===== config.mk =====
export PLATFORM = sky130hd
export DESIGN_NAME = pwm_carrier_sync_ctrl
export DESIGN_NICKNAME = d
export VERILOG_FILES = /design/src/rtl/pwm_carrier_sync_ctrl.sv
export SDC_FILE = /design/constraint.sdc
export NUM_CORES = 1
export LEC_CHECK = 0
export CAP_MARGIN = 20
export CORE_MARGIN = 2
export CORE_UTILIZATION = 63
export CTS_CLUSTER_SIZE = 14
export DETAILED_ROUTE_END_ITERATION = 8
export DONT_BUFFER_PORTS = 1
export PLACE_DENSITY = 0.91
export SETUP_SLACK_MARGIN = 0.1
export SYNTH_ARGS = -nofsm -noshare
export SYNTH_HDL_FRONTEND = slang
export SYNTH_SLANG_ARGS = --single-unit

===== constraint.sdc =====
create_clock -name clk -period 12.3 [get_ports clk]
set_clock_uncertainty 0.15 [all_clocks]
set_input_delay 2.46 -clock clk [delete_from_list [all_inputs] [get_ports clk]]
set_output_delay 2.46 -clock clk [all_outputs]
set_load 0.03 [all_outputs]

===== src/rtl/pwm_carrier_sync_ctrl.sv =====
// pwm_carrier_sync_ctrl
//  Per-channel shadow configuration (period, init_carr, count_mode) with
//  glitch-free release to the active outputs at each channel's mask_event.
//  All channels start in the same cycle; each stops at its own next mask_event.
//  count_mode is carried as an opaque MW-bit field per channel, and pwm_onoff
//  is one bit per channel (1 = PWM_ON, 0 = PWM_OFF).
module pwm_carrier_sync_ctrl #(
  parameter int NCH = 4,
  parameter int CW  = 16,
  parameter int MW  = 2,
  localparam int CHW = (NCH > 1) ? $clog2(NCH) : 1
) (
  input  logic                clk,
  input  logic                reset,
  input  logic                cfg_wr,
  input  logic [CHW-1:0]      cfg_ch,
  input  logic [CW-1:0]       cfg_period,
  input  logic [CW-1:0]       cfg_init,
  input  logic [MW-1:0]       cfg_mode,
  input  logic                start,
  input  logic                stop,
  input  logic                update_req,
  input  logic                update_imm,
  input  logic [NCH-1:0]      mask_event,
  output logic [NCH*CW-1:0]   period,
  output logic [NCH*CW-1:0]   init_carr,
  output logic [NCH*MW-1:0]   count_mode,
  output logic [NCH-1:0]      pwm_onoff,
  output logic                busy,
  output logic                update_done
);

  typedef enum logic [1:0] {IDLE, ARM, RUN, STOPPING} state_t;

  state_t         state, state_n;
  logic [NCH-1:0] dirty, dirty_n;
  logic [NCH-1:0] pend, pend_n;
  logic [NCH-1:0] onoff, onoff_n;
  logic           done_n;
  logic [NCH-1:0] wr_mask;
  logic [NCH-1:0] load_mask;
  logic [NCH-1:0] clr_dirty;
  logic [NCH-1:0] pnew;

  logic [CW-1:0]  shd_period [NCH];
  logic [CW-1:0]  shd_init   [NCH];
  logic [MW-1:0]  shd_mode   [NCH];
  logic [CW-1:0]  act_period [NCH];
  logic [CW-1:0]  act_init   [NCH];
  logic [MW-1:0]  act_mode   [NCH];

  // Next-state, load/clear masks and done pulse for the sequencing FSM
  always_comb begin
    state_n   = state;
    pend_n    = pend;
    onoff_n   = onoff;
    done_n    = 1'b0;
    wr_mask   = '0;
    load_mask = '0;
    clr_dirty = '0;
    pnew      = '0;
    // Out-of-range channel numbers never match and are dropped here.
    for (int i = 0; i < NCH; i++) begin
      if (cfg_wr && (int'(cfg_ch) == i)) wr_mask[i] = 1'b1;
    end
    case (state)
      IDLE: begin
        // A simultaneous stop suppresses start.
        if (start && !stop) begin
          load_mask = '1;
          clr_dirty = '1;
          state_n   = ARM;
        end
      end
      ARM: begin
        onoff_n = '1;
        state_n = RUN;
      end
      RUN: begin
        if (stop) begin
          // Outstanding scheduled loads are abandoned silently.
          pend_n  = '0;
          state_n = STOPPING;
        end else if (update_imm) begin
          load_mask = dirty;
          clr_dirty = dirty;
          pend_n    = '0;
          done_n    = 1'b1;
        end else begin
          pnew      = pend | (update_req ? dirty : '0);
          load_mask = pnew & mask_event;
          clr_dirty = load_mask;
          pend_n    = pnew & ~load_mask;
          // Fires when the last scheduled load lands, or at once for an empty request.
          done_n    = ((pend != '0) || update_req) && (pend_n == '0);
        end
      end
      STOPPING: begin
        // A zero-period channel never produces mask_event, so release it directly.
        for (int i = 0; i < NCH; i++) begin
          if (mask_event[i] || (act_period[i] == '0)) onoff_n[i] = 1'b0;
        end
        if (onoff_n == '0) state_n = IDLE;
      end
      default: state_n = IDLE;
    endcase
    // A write coinciding with a load keeps the channel dirty for the new value.
    dirty_n = (dirty & ~clr_dirty) | wr_mask;
  end

  // Control state registers
  always_ff @(posedge clk or posedge reset) begin
    if (reset) begin
      state       <= IDLE;
      dirty       <= '0;
      pend        <= '0;
      onoff       <= '0;
      update_done <= 1'b0;
    end else begin
      state       <= state_n;
      dirty       <= dirty_n;
      pend        <= pend_n;
      onoff       <= onoff_n;
      update_done <= done_n;
    end
  end

  // Shadow capture and shadow-to-active release; loads read the pre-write shadow
  always_ff @(posedge clk or posedge reset) begin
    if (reset) begin
      for (int i = 0; i < NCH; i++) begin
        shd_period[i] <= '0;
        shd_init[i]   <= '0;
        shd_mode[i]   <= '0;
        act_period[i] <= '0;
        act_init[i]   <= '0;
        act_mode[i]   <= '0;
      end
    end else begin
      for (int i = 0; i < NCH; i++) begin
        if (wr_mask[i]) begin
          shd_period[i] <= cfg_period;
          shd_init[i]   <= cfg_init;
          shd_mode[i]   <= cfg_mode;
        end
        if (load_mask[i]) begin
          act_period[i] <= shd_period[i];
          act_init[i]   <= shd_init[i];
          act_mode[i]   <= shd_mode[i];
        end
      end
    end
  end

  for (genvar g = 0; g < NCH; g++) begin : g_pack
    assign period[g*CW +: CW]     = act_period[g];
    assign init_carr[g*CW +: CW]  = act_init[g];
    assign count_mode[g*MW +: MW] = act_mode[g];
  end

  assign pwm_onoff = onoff;
  assign busy      = (state != IDLE);

endmodule

==> run summary <==
CP dominant cell by count: buf_4
Setup TNS: 0 ns
Vias: 5,916
R2R setup slack: 9.28 ns
First DRT Iteration DRCs: 247
hold path cells: 1
hold path endpoint: period[25]$_DFFE_PP0P_
crit share post-route: 0.3594
Worst-path clk slew: 0.06 ns
RSZ-0062 raised after global routing: no
number of gates resized after cts: 0
worst-path fanout max: 141
count of input and output buffers: 0
Ant. Diodes: 0
core area: 0.01724 mm2
die area: 0.01860 mm2
CP cell instances: inv_8 > buf_4 > buf_4
Finished Layout Cells: 949
outcome: completed
largest net degree at the start of global routing: 142
max-cap viol count: 0
Crit-path slowest cell: buf_4
Setup CP Type: in2async
Worst path max stage delay: 0.86 ns
hold_ws: 0.3488 ns
Tot GR Track Use: 0.2596
Yosys cell types: 30
root buf cell: clkbuf_16
Die Wd: 136.4 um
Syn Area/Cell: 15.97 um2
I/O pin total: 189
first-pass GRT wire length: 36,700 um
htree depth: 1
DR vias/cell: 6.234
post-DP HPWL: 15,520 um
Overflow after GRT: 0
hold_buf cts: 0
Slew Viols, Final: 0
clock sinks: 287
WP data required: 12.67 ns
Tightest Pin Transition: 0.9453 ns
Placed Instances: 897
initial antenna violation count: 0
number of CTS-inserted buffers: 28
Worst-Skew Late Latency: 0.53 ns
#FFs+latches synth: 287
Synth Net Count: 743
synthesized netlist cell count: 691
Avg WL per Cell: 25.20 um
row count: 48
startpoint type of the worst setup path: input port
Seq/Total Area, Yosys: 0.6506
FMAX: 0.2262 GHz
Peak VDD IR: 0.1549 mV
Worst EP arrival: 4.79 ns
drt drc: 0
CTS tree: done
crit end category: async pin
Max clock buf depth: 3
Warnings, synthesis: 0
post-layout min period: 4.420 ns
overall power: 3479 uW
layout cells sized above 1: 0.4599
GPL Wtd Cong: 0.7643
total power divided by cell area: 282.7 mW/mm2
Fin. Hold Viols: 0
Reg2Reg Depth: 5
Crit. Startpoint: reset
fin nets: 755
Syn-to-layout area delta: 11.49%
vias in the first global route: 6,433
R2R Path End: state[1]$_DFFE_PP0P_
Setup Buffers After CTS: 0
DRT antenna net count: 0
Pleak: 0.005300 uW
slew margin rel.: 0.3698
Initial Util: 0.6404
DR pass1 iterations: 4
worst hold path class: reg2reg
drt total wl: 23,910 um
die height: 136.4 um
Hold Startpoint: shd_period[41]$_DFFE_PP0P_
synthesized cell area: 0.01104 mm2
Final Setup Violations: 0
reg2reg start: period[49]$_DFFE_PP0P_
critical path: cells and delay by family:
kind                   cells  cell delay [ns]
buffers and inverters      3             2.22
final cells by class:
class                           instances  area [um2]
Tap cell                              225       281.5
Clock buffer                           49       910.9
Inverter                               12       52.55
Multi-Input combinational cell        364        3730
Fill cell                            1056        4930
Clock inverter                          2       35.03
Timing Repair Buffer                   10       115.1
Sequential cell                       287        7182
worst max-delay path by stage:
stage / depth (start not counted) / endpoint
3_3_place_gp: 3 / init_carr[1]$_DFFE_PP0P_
2_1_floorplan: 1 / count_mode[0]$_DFFE_PP0P_
6_report: 3 / shd_init[47]$_DFFE_PP0P_
4_1_cts: 3 / init_carr[4]$_DFFE_PP0P_
3_5_place_dp: 3 / init_carr[1]$_DFFE_PP0P_
5_1_grt: 3 / count_mode[0]$_DFFE_PP0P_
registers in the layout, indices dropped and copies added, names as in the netlist, 8 cells and up:
register	cells
count_mode	8
shd_init	64
init_carr	64
period	64
shd_mode	8
shd_period	64
where the power goes:
| group | switching [uW] | leakage [uW] | total [uW] | internal [uW] |
|---|---|---|---|---|
| sequential | 751 | 0.00342 | 2020 | 1270 |
| clock | 337 | 0.000465 | 855 | 518 |
| combinational | 251 | 0.00141 | 603 | 352 |
Yosys cell counts:
cell	n	area, um2
a21boi_0	2	15.01
nand2b_1	6	37.54
a21bo_2	1	10.01
o32ai_1	2	17.52
nand3b_1	4	30.03
dfrtp_1	287	7182
mux2_4	1	15.01
or4_1	2	15.01
o21ai_1	2	10.01
nor4_1	16	100.1
nand3_1	1	5.000
buf_2	13	65.06
a21oi_2	4	35.03
o21bai_1	6	45.04
mux2i_1	1	10.01
nand2_1	5	18.77
nor2b_1	1	6.260
mux2_2	272	3063
a21oi_1	6	30.03
a41oi_1	4	35.03
nor3b_1	2	15.01
a221o_1	1	10.01
a32o_1	1	10.01
nor2_1	7	26.28
clkbuf_1	15	56.30
ha_1	5	62.56
o22ai_1	3	18.77
inv_1	12	45.04
and2_1	3	18.77
o21ai_0	6	30.03
cell families after synthesis:
group | count (synthesis) | synth area share
AO/OA/AOI/OAI | 38 | 0.02414
adder cells (fa/ha/maj) | 5 | 0.005668
buffers and inverters | 40 | 0.01508
AND/OR/NAND/NOR | 47 | 0.02471
flip-flops | 287 | 0.6506
multiplexers | 274 | 0.2798
cells in the final DEF (no fill, tap or decap), drive strengths merged:
cell    count
nor4       16
dfrtp     287
or4         2
mux2      273
o32ai       2
nand3b      4
o21bai      6
clkinv      1
nand2       5
a221o       1
nor2b       1
bufinv      1
mux2i       1
ha          5
clkbuf     49
buf        10
inv        12
a32o        1
a41oi       4
nand2b      6
nand3       1
a21bo       1
o21ai       8
and2        3
nor2        7
nor3b       2
a21oi      10
a21boi      2
o22ai       3
through the flow:
step	worst slack [ns]	utilization	cell area, um2
finish	7.880	0.7140	12310
global route	7.355	0.7140	12310
CTS	7.735	0.7124	12280
detailed placement	7.185	0.6575	11330
global placement	7.327	0.6559	11310
floorplan	1.769	-	11040
metal layers:
layer,GRT usage,vias to the layer above,share of wire
met5,0,-,0
met1,0.3160,3118,0.37
met4,0.06829,0,0.021
li1,-,2499,-
met3,0.09098,42,0.10
met2,0.4436,257,0.50
Power figures use the tool's default switching activity.
